==> config.mk <==
export PLATFORM = sky130hd
export DESIGN_NAME = instbuffer_ctrl_flat
export DESIGN_NICKNAME = d
export VERILOG_FILES = /design/src/rtl/instbuffer_ctrl_pkg.sv /design/src/rtl/instbuffer_ctrl_if.sv /design/src/rtl/instbuffer_ctrl_perf_cnt.sv /design/src/rtl/instbuffer_ctrl.sv /design/src/flat_wrapper.sv
export SDC_FILE = /design/constraint.sdc
export NUM_CORES = 1
export LEC_CHECK = 0
export BUFFER_PORTS_ARGS = -buffer_cell sky130_fd_sc_hd__clkbuf_2
export CORE_MARGIN = 3
export CORE_UTILIZATION = 31
export CTS_BUF_LIST = sky130_fd_sc_hd__clkbuf_16
export CTS_CLUSTER_SIZE = 8
export DETAILED_ROUTE_END_ITERATION = 12
export HOLD_SLACK_MARGIN = 0.08
export PLACE_DENSITY = 0.62
export SLEW_MARGIN = 5
export SYNTH_ARGS = -nofsm -noshare
export SYNTH_HDL_FRONTEND = slang
export SYNTH_SLANG_ARGS = --single-unit
==> constraint.sdc <==
create_clock -name clk -period 3.7 [get_ports clk]
set_clock_uncertainty 0.05 [all_clocks]
set_input_delay 0.37 -clock clk [delete_from_list [all_inputs] [get_ports clk]]
set_output_delay 0.37 -clock clk [all_outputs]
set_load 0.005 [all_outputs]
==> src/rtl/instbuffer_ctrl_pkg.sv <==
// Shared constants and types for the instruction-buffer controller.
// The depth/pointer constants must agree with the instruction buffer itself.
package instbuffer_ctrl_pkg;

    localparam int INSTBUF_DEPTH        = 32;
    localparam int INSTBUF_PTR_W        = 5;
    localparam int INSTBUF_STALL_MARGIN = 2;

    // Controller sequencing: one settle cycle after reset, normal running,
    // and a recovery cycle after every flush.
    typedef enum logic [1:0] {
        BOOT  = 2'd0,
        RUN   = 2'd1,
        FLUSH = 2'd2
    } state_e;

    typedef logic [31:0] perf_cnt_t;

endpackage

==> src/rtl/instbuffer_ctrl_if.sv <==
// Handshake bundle between the instruction-buffer controller and its
// surroundings (BPU, decode, buffer). The controller uses the slave modport.
interface instbuffer_ctrl_if #(
    parameter int PTR_W = 5
) ();

    logic             flush_i;
    logic             inst1_valid_i;
    logic             inst2_valid_i;
    logic             id_ready_1_i;
    logic             id_ready_2_i;
    logic             fetch_inst_1_en_o;
    logic             fetch_inst_2_en_o;
    logic             send_inst_1_en_o;
    logic             send_inst_2_en_o;
    logic             buffer_flush_o;
    logic             bpu_stall_o;
    logic [PTR_W:0]   count_o;
    logic             empty_o;
    logic             full_o;
    logic [31:0]      stall_cycles_o;
    logic [31:0]      empty_cycles_o;

    modport slave (
        input  flush_i, inst1_valid_i, inst2_valid_i, id_ready_1_i, id_ready_2_i,
        output fetch_inst_1_en_o, fetch_inst_2_en_o, send_inst_1_en_o,
               send_inst_2_en_o, buffer_flush_o, bpu_stall_o, count_o,
               empty_o, full_o, stall_cycles_o, empty_cycles_o
    );

    modport master (
        output flush_i, inst1_valid_i, inst2_valid_i, id_ready_1_i, id_ready_2_i,
        input  fetch_inst_1_en_o, fetch_inst_2_en_o, send_inst_1_en_o,
               send_inst_2_en_o, buffer_flush_o, bpu_stall_o, count_o,
               empty_o, full_o, stall_cycles_o, empty_cycles_o
    );

endinterface

==> src/rtl/instbuffer_ctrl_perf_cnt.sv <==
// Two saturating 32-bit event counters (BPU stall cycles, buffer-empty
// cycles). Only instantiated when INSTBUF_PERF_CNT_EN is defined.
module instbuffer_perf_cnt
    import instbuffer_ctrl_pkg::*;
(
    input  logic      clk,
    input  logic      rst_n,
    input  logic      stall_inc_i,
    input  logic      empty_inc_i,
    output perf_cnt_t stall_cycles_o,
    output perf_cnt_t empty_cycles_o
);

    perf_cnt_t stall_cnt_q, stall_cnt_d;
    perf_cnt_t empty_cnt_q, empty_cnt_d;

    // Next counter values: count the event, but hold at all-ones.
    always_comb begin
        stall_cnt_d = stall_cnt_q;
        empty_cnt_d = empty_cnt_q;
        if (stall_inc_i && (stall_cnt_q != '1)) stall_cnt_d = stall_cnt_q + 32'd1;
        if (empty_inc_i && (empty_cnt_q != '1)) empty_cnt_d = empty_cnt_q + 32'd1;
    end

    // Counter registers; only reset clears them, flush leaves them alone.
    always_ff @(posedge clk or negedge rst_n) begin
        if (!rst_n) begin
            stall_cnt_q <= '0;
            empty_cnt_q <= '0;
        end else begin
            stall_cnt_q <= stall_cnt_d;
            empty_cnt_q <= empty_cnt_d;
        end
    end

    assign stall_cycles_o = stall_cnt_q;
    assign empty_cycles_o = empty_cnt_q;

endmodule

==> src/rtl/instbuffer_ctrl.sv <==
// Occupancy / flow-control controller for the dual-issue instruction FIFO.
// Decides each cycle how many BPU slots to push and how many entries to pop
// toward decode, back-pressures the BPU and sequences flush recovery.
// Optional performance counters are built when INSTBUF_PERF_CNT_EN is defined.
module instbuffer_ctrl
    import instbuffer_ctrl_pkg::*;
#(
    parameter int DEPTH        = INSTBUF_DEPTH,
    parameter int PTR_W        = INSTBUF_PTR_W,
    parameter int STALL_MARGIN = INSTBUF_STALL_MARGIN
) (
    input  logic            clk,
    input  logic            rst_n,
    instbuffer_ctrl_if.slave bus
);

    localparam int CNT_W = PTR_W + 1;
    typedef logic [CNT_W-1:0] cnt_t;

    localparam cnt_t DEPTH_C  = cnt_t'(DEPTH);
    localparam cnt_t MARGIN_C = cnt_t'(STALL_MARGIN);

    state_e state_q, state_d;
    cnt_t   count_q, count_d;
    logic   empty_q, empty_d;
    logic   full_q,  full_d;

    cnt_t       free_slots;
    logic       run_en;
    logic       fetch1, fetch2, send1, send2, stall;
    logic [1:0] nfetch, nsend;

    // Per-cycle enables from registered occupancy; writes made this cycle
    // are not visible to the send decision.
    always_comb begin
        // NOTE: every always_comb output gets a default first so no path
        // leaves it unassigned, which would infer a latch.
        fetch1     = 1'b0;
        fetch2     = 1'b0;
        free_slots = DEPTH_C - count_q;
        run_en     = (state_q == RUN) && !bus.flush_i;

        if (run_en) begin
            unique case ({bus.inst1_valid_i, bus.inst2_valid_i})
                2'b11: begin
                    fetch1 = (free_slots >= cnt_t'(1));
                    fetch2 = (free_slots >= cnt_t'(2));
                end
                2'b10:   fetch1 = (free_slots >= cnt_t'(1));
                2'b01:   fetch2 = (free_slots >= cnt_t'(1));
                default: ;
            endcase
        end

        send1 = run_en && (count_q >= cnt_t'(1)) && bus.id_ready_1_i;
        send2 = run_en && (count_q >= cnt_t'(2)) && bus.id_ready_1_i && bus.id_ready_2_i;

        stall = (state_q != RUN) || (free_slots < MARGIN_C) ||
                (bus.inst1_valid_i && !fetch1) || (bus.inst2_valid_i && !fetch2);

        nfetch = {1'b0, fetch1} + {1'b0, fetch2};
        nsend  = {1'b0, send1}  + {1'b0, send2};
    end

    // Next state, occupancy and registered status flags.
    always_comb begin
        state_d = state_q;
        unique case (state_q)
            BOOT:    state_d = RUN;
            RUN:     if (bus.flush_i) state_d = FLUSH;
            FLUSH:   state_d = bus.flush_i ? FLUSH : RUN;
            default: state_d = BOOT;
        endcase

        if (bus.flush_i) count_d = '0;
        else             count_d = count_q + cnt_t'(nfetch) - cnt_t'(nsend);

        empty_d = (count_d == '0);
        full_d  = (count_d == DEPTH_C);
    end

    // FSM and occupancy registers; reset returns to BOOT with an empty buffer.
    always_ff @(posedge clk or negedge rst_n) begin
        if (!rst_n) begin
            state_q <= BOOT;
            count_q <= '0;
            empty_q <= 1'b1;
            full_q  <= 1'b0;
        end else begin
            // NOTE: non-blocking assignments keep every flop sampling the
            // pre-edge values regardless of statement order.
            state_q <= state_d;
            count_q <= count_d;
            empty_q <= empty_d;
            full_q  <= full_d;
        end
    end

    assign bus.fetch_inst_1_en_o = fetch1;
    assign bus.fetch_inst_2_en_o = fetch2;
    assign bus.send_inst_1_en_o  = send1;
    assign bus.send_inst_2_en_o  = send2;
    assign bus.buffer_flush_o    = bus.flush_i;
    assign bus.bpu_stall_o       = stall;
    assign bus.count_o           = count_q;
    assign bus.empty_o           = empty_q;
    assign bus.full_o            = full_q;

`ifdef INSTBUF_PERF_CNT_EN
    logic stall_inc, empty_inc;
    assign stall_inc = (state_q == RUN) && stall;
    assign empty_inc = (state_q == RUN) && empty_q;

    instbuffer_perf_cnt u_perf_cnt (
        .clk            (clk),
        .rst_n          (rst_n),
        .stall_inc_i    (stall_inc),
        .empty_inc_i    (empty_inc),
        .stall_cycles_o (bus.stall_cycles_o),
        .empty_cycles_o (bus.empty_cycles_o)
    );
`else
    assign bus.stall_cycles_o = '0;
    assign bus.empty_cycles_o = '0;
`endif

endmodule
==> src/flat_wrapper.sv <==
// flat-port wrapper written by rule: the top's interface ports become plain ports
module instbuffer_ctrl_flat import instbuffer_ctrl_pkg::*;
#(
    parameter int DEPTH        = INSTBUF_DEPTH,
    parameter int PTR_W        = INSTBUF_PTR_W,
    parameter int STALL_MARGIN = INSTBUF_STALL_MARGIN
)
  (clk, rst_n, bus_flush_i, bus_inst1_valid_i, bus_inst2_valid_i, bus_id_ready_1_i, bus_id_ready_2_i, bus_fetch_inst_1_en_o, bus_fetch_inst_2_en_o, bus_send_inst_1_en_o, bus_send_inst_2_en_o, bus_buffer_flush_o, bus_bpu_stall_o, bus_count_o, bus_empty_o, bus_full_o, bus_stall_cycles_o, bus_empty_cycles_o);
  instbuffer_ctrl_if #(.PTR_W(PTR_W)) bus_i ();
  input  logic clk;
  input  logic rst_n;
  input wire logic [$bits(bus_i.flush_i)-1:0] bus_flush_i;
  input wire logic [$bits(bus_i.inst1_valid_i)-1:0] bus_inst1_valid_i;
  input wire logic [$bits(bus_i.inst2_valid_i)-1:0] bus_inst2_valid_i;
  input wire logic [$bits(bus_i.id_ready_1_i)-1:0] bus_id_ready_1_i;
  input wire logic [$bits(bus_i.id_ready_2_i)-1:0] bus_id_ready_2_i;
  output wire logic [$bits(bus_i.fetch_inst_1_en_o)-1:0] bus_fetch_inst_1_en_o;
  output wire logic [$bits(bus_i.fetch_inst_2_en_o)-1:0] bus_fetch_inst_2_en_o;
  output wire logic [$bits(bus_i.send_inst_1_en_o)-1:0] bus_send_inst_1_en_o;
  output wire logic [$bits(bus_i.send_inst_2_en_o)-1:0] bus_send_inst_2_en_o;
  output wire logic [$bits(bus_i.buffer_flush_o)-1:0] bus_buffer_flush_o;
  output wire logic [$bits(bus_i.bpu_stall_o)-1:0] bus_bpu_stall_o;
  output wire logic [$bits(bus_i.count_o)-1:0] bus_count_o;
  output wire logic [$bits(bus_i.empty_o)-1:0] bus_empty_o;
  output wire logic [$bits(bus_i.full_o)-1:0] bus_full_o;
  output wire logic [$bits(bus_i.stall_cycles_o)-1:0] bus_stall_cycles_o;
  output wire logic [$bits(bus_i.empty_cycles_o)-1:0] bus_empty_cycles_o;
  assign bus_i.flush_i = bus_flush_i;
  assign bus_i.inst1_valid_i = bus_inst1_valid_i;
  assign bus_i.inst2_valid_i = bus_inst2_valid_i;
  assign bus_i.id_ready_1_i = bus_id_ready_1_i;
  assign bus_i.id_ready_2_i = bus_id_ready_2_i;
  assign bus_fetch_inst_1_en_o = bus_i.fetch_inst_1_en_o;
  assign bus_fetch_inst_2_en_o = bus_i.fetch_inst_2_en_o;
  assign bus_send_inst_1_en_o = bus_i.send_inst_1_en_o;
  assign bus_send_inst_2_en_o = bus_i.send_inst_2_en_o;
  assign bus_buffer_flush_o = bus_i.buffer_flush_o;
  assign bus_bpu_stall_o = bus_i.bpu_stall_o;
  assign bus_count_o = bus_i.count_o;
  assign bus_empty_o = bus_i.empty_o;
  assign bus_full_o = bus_i.full_o;
  assign bus_stall_cycles_o = bus_i.stall_cycles_o;
  assign bus_empty_cycles_o = bus_i.empty_cycles_o;
  instbuffer_ctrl #(.DEPTH(DEPTH), .PTR_W(PTR_W), .STALL_MARGIN(STALL_MARGIN)) u_core (.clk(clk), .rst_n(rst_n), .bus(bus_i));
endmodule
==> metrics.txt <==
status=completed; internal power=0.0007085 W; pre-CTS WS=-0.0004219 ns; Antenna diodes=0; ys flop type=dfrtp_1; crit path cell chain=inv_2, ha_2, xor2_1, nand3_1, a22o_1, o211a_1, fa_1, inv_1, fa_1, inv_2, ha_4, fa_1, xor2_1, and3_1, buf_4, a31o_1; fill count=441; Area after DPL=1398 um2; die width=72.85 um; CP required=3.81 ns; final setup margin=0.1156 ns; met1 wire length=1110 um; PwrDens=776.6 nW/um2; Setup crit start kind=flip-flop; htree depth=1; Top Metal Used=met3; leading area contributor after synthesis=buf_4; P_sw=0.0004984 W; CTS tree=yes; number of enable flip-flop cells after synthesis=0; Final Slew Violations=0; drt wl/cell=10.08 um; setup_tns=0 ns; r2r setup slk=0.12 ns; initial antenna violation count=0; Gate Count Post-Synth=163; Rows=23; Syn Area/Cell=8.497 um2; Worst Path Buf+Inv=4; Hold Startpoint=bus_flush_i; root buffer cell=clkbuf_16; Netlist Area Pre-Place=1385 um2; most numerous cell on the critical path=fa_1; clock sinks=10; met2 WL=1251 um; Setup CP Type=reg2reg; Hold WC Path Type=in2reg; post-synthesis sequential area ratio=18.16%; area occupied by multi-input gates=867.1 um2; Iteration-0 DRC Markers=21; GRT overflow=0; Clock Tree Buf Depth=2; first-pass GRT wire length=3615 um; Sequential Power Share=15.5%; crit end category=flip-flop; P&R area growth vs syn=12.20%; CORE AREA=4144 um2; register bit count reported by yosys=10; Yosys warnings=0; fraction of layout cells with a size suffix above 1=25.62%; Routability Congestion=0.7687; Top-Level Pins=85; hold_ws=0.4789 ns; Comb power frac=68.8%; DR DRC count=0; endpoints failing setup=0; via count of the first global-routing pass=799; area share of the largest cell type after synthesis=35.23%; FF/Latch Area=251.5 um2; Worst Setup SP=u_core.bus.count_o[3]; die footprint=5306 um2; minimum clock period after layout=3.584 ns; Vias=955; Sw Ratio=41.30%; fin area=1554 um2; worst skew pair latency=0.24 ns; total power draw=0.001207 W; # nets final=229; Yosys cell types=34; crit-path max cell delay=0.45 ns; Detail Placement HPWL=2136 um; port buffer count=20; routed vias/inst=3.775; CTS Buf Count=3; Critical-path top delay cell=fa_1; die height=72.85 um; Post-Route WL=2551 um; power share of the clock group=15.7%; Leakage Power=0.8845 nW; Async SR Flop Fraction=100.0%; Crit Reg-Reg Startpoint=u_core.bus.count_o[3]; Routed Antenna Nets=0; largest net degree at the start of global routing=14; clock transition at the registers of the reported paths=0.04 ns; part of the cycle the worst path needs=96.88%; CP delay by family, top=adder cells; Fin. Hold Viols=0; Initial Util=33.42%; f_max=0.2790 GHz; max-cap violations=0; drt first pass iters=4; wire length on met3=190 um; synth top area cells=buf_4, dfrtp_1, ha_1; GRT Total Usage=8.714%; maximum vdd drop=0.4574 mV; maximum fanout along the worst path=6; CP arrival=3.70 ns
-- kinds of logic after synthesis --
logic type / share of synthesized area, %
and+or+nand+nor: 11.92
xor gates and xnor gates: 3.794
AOI/OAI and AO/OA: 8.945
adders and majority gates: 17.89
buffers and inverters: 39.02
other: 0.2707
DFF: 18.16
-- worst reg2reg max path, stage by stage (launching register included) --
cell and delay, ns:
dfrtp_1 0.38, inv_2 0.11, ha_2 0.20, xor2_1 0.15, nand3_1 0.09, a22o_1 0.22
o211a_1 0.24, fa_1 0.44, inv_1 0.08, fa_1 0.18, inv_2 0.05, ha_4 0.16
fa_1 0.45, xor2_1 0.19, and3_1 0.19, buf_4 0.13, a31o_1 0.20
-- metal layers --
layer  vias to the layer above  GRT usage [%]
met4                         0          3.074
met3                         0          1.377
li1                        473              -
met2                        44          13.33
met1                       438          12.36
met5                         -              0
-- metrics by stage --
step	cells	util [%]
global route	253	37.50
floorplan	226	-
finish	253	37.50
detailed placement	244	33.73
global placement	244	33.73
CTS	251	36.23
-- cell usage in the layout (no fill, tap or decap), types with 2 or more instances in the layout --
| cell | instances |
|---|---|
| o21ai_1 | 2 |
| xor2_1 | 4 |
| and3_1 | 2 |
| fa_1 | 3 |
| nand3_1 | 4 |
| ha_1 | 13 |
| nand2b_1 | 3 |
| clkbuf_2 | 20 |
| conb_1 | 64 |
| o211a_1 | 2 |
| a21oi_1 | 3 |
| nand2_1 | 4 |
| or3_1 | 2 |
| nor2b_1 | 3 |
| o21ai_0 | 2 |
| inv_2 | 3 |
| dfrtp_1 | 9 |
| nor2_1 | 9 |
| clkbuf_16 | 3 |
| buf_4 | 18 |
| inv_1 | 11 |
-- layout make-up --
class | instances | area share, %
timing repair buffer | 39 | 15.78
clock buffer | 3 | 4.831
multi-input combinational | 137 | 55.80
clock inverter | 1 | 0.2415
sequential | 10 | 16.18
inverter | 13 | 3.140
tap | 50 | 4.026
-- state kept, by name, summed over array words and instances (netlist names) --
signal              cells
u_core.bus.empty_o      1
u_core.bus.full_o       1
u_core.state_q          2
u_core.bus.count_o      6
-- timing repair --
action / CTS / global route
buffers inserted: 2 / 2
setup endpoints to repair: 1 / 3
hold buffers: 1 / 0
resized for setup: 0 / 8
pin swaps: 0 / 7
hold endpoints to repair: 9 / 0
-- synth_stat cells, drive strengths merged (3+ instances only) --
library cell / count
nand2: 4
o21ai: 4
nor2b: 3
buf: 65
nand3: 4
dfrtp: 9
inv: 13
nand2b: 3
fa: 3
xor2: 5
a21oi: 4
ha: 15
nor2: 9
-- power by group through the flow --
stage / clock network (W) / logic [W] / registers [W]
detailed placement: 0 / 0.000715 / 0.000191
global route: 0.000199 / 0.000934 / 0.000192
CTS: 0.000195 / 0.000743 / 0.000187
finish: 0.000190 / 0.000830 / 0.000187
floorplan: 0 / 0.000509 / 0.000197
global placement: 0 / 0.000713 / 0.000190
-- path summary, 6_finish.rpt --
check / to / depth (start not counted)
min: u_core.bus.count_o[0] / 3
max: u_core.bus.empty_o / 16
max reg2reg: u_core.bus.empty_o / 16
min in group asynchronous: u_core.bus.count_o[2] / 2
max in group asynchronous: u_core.bus.empty_o / 2
min reg2reg: u_core.state_q[0] / 1
(Power assumes the default switching activity.)
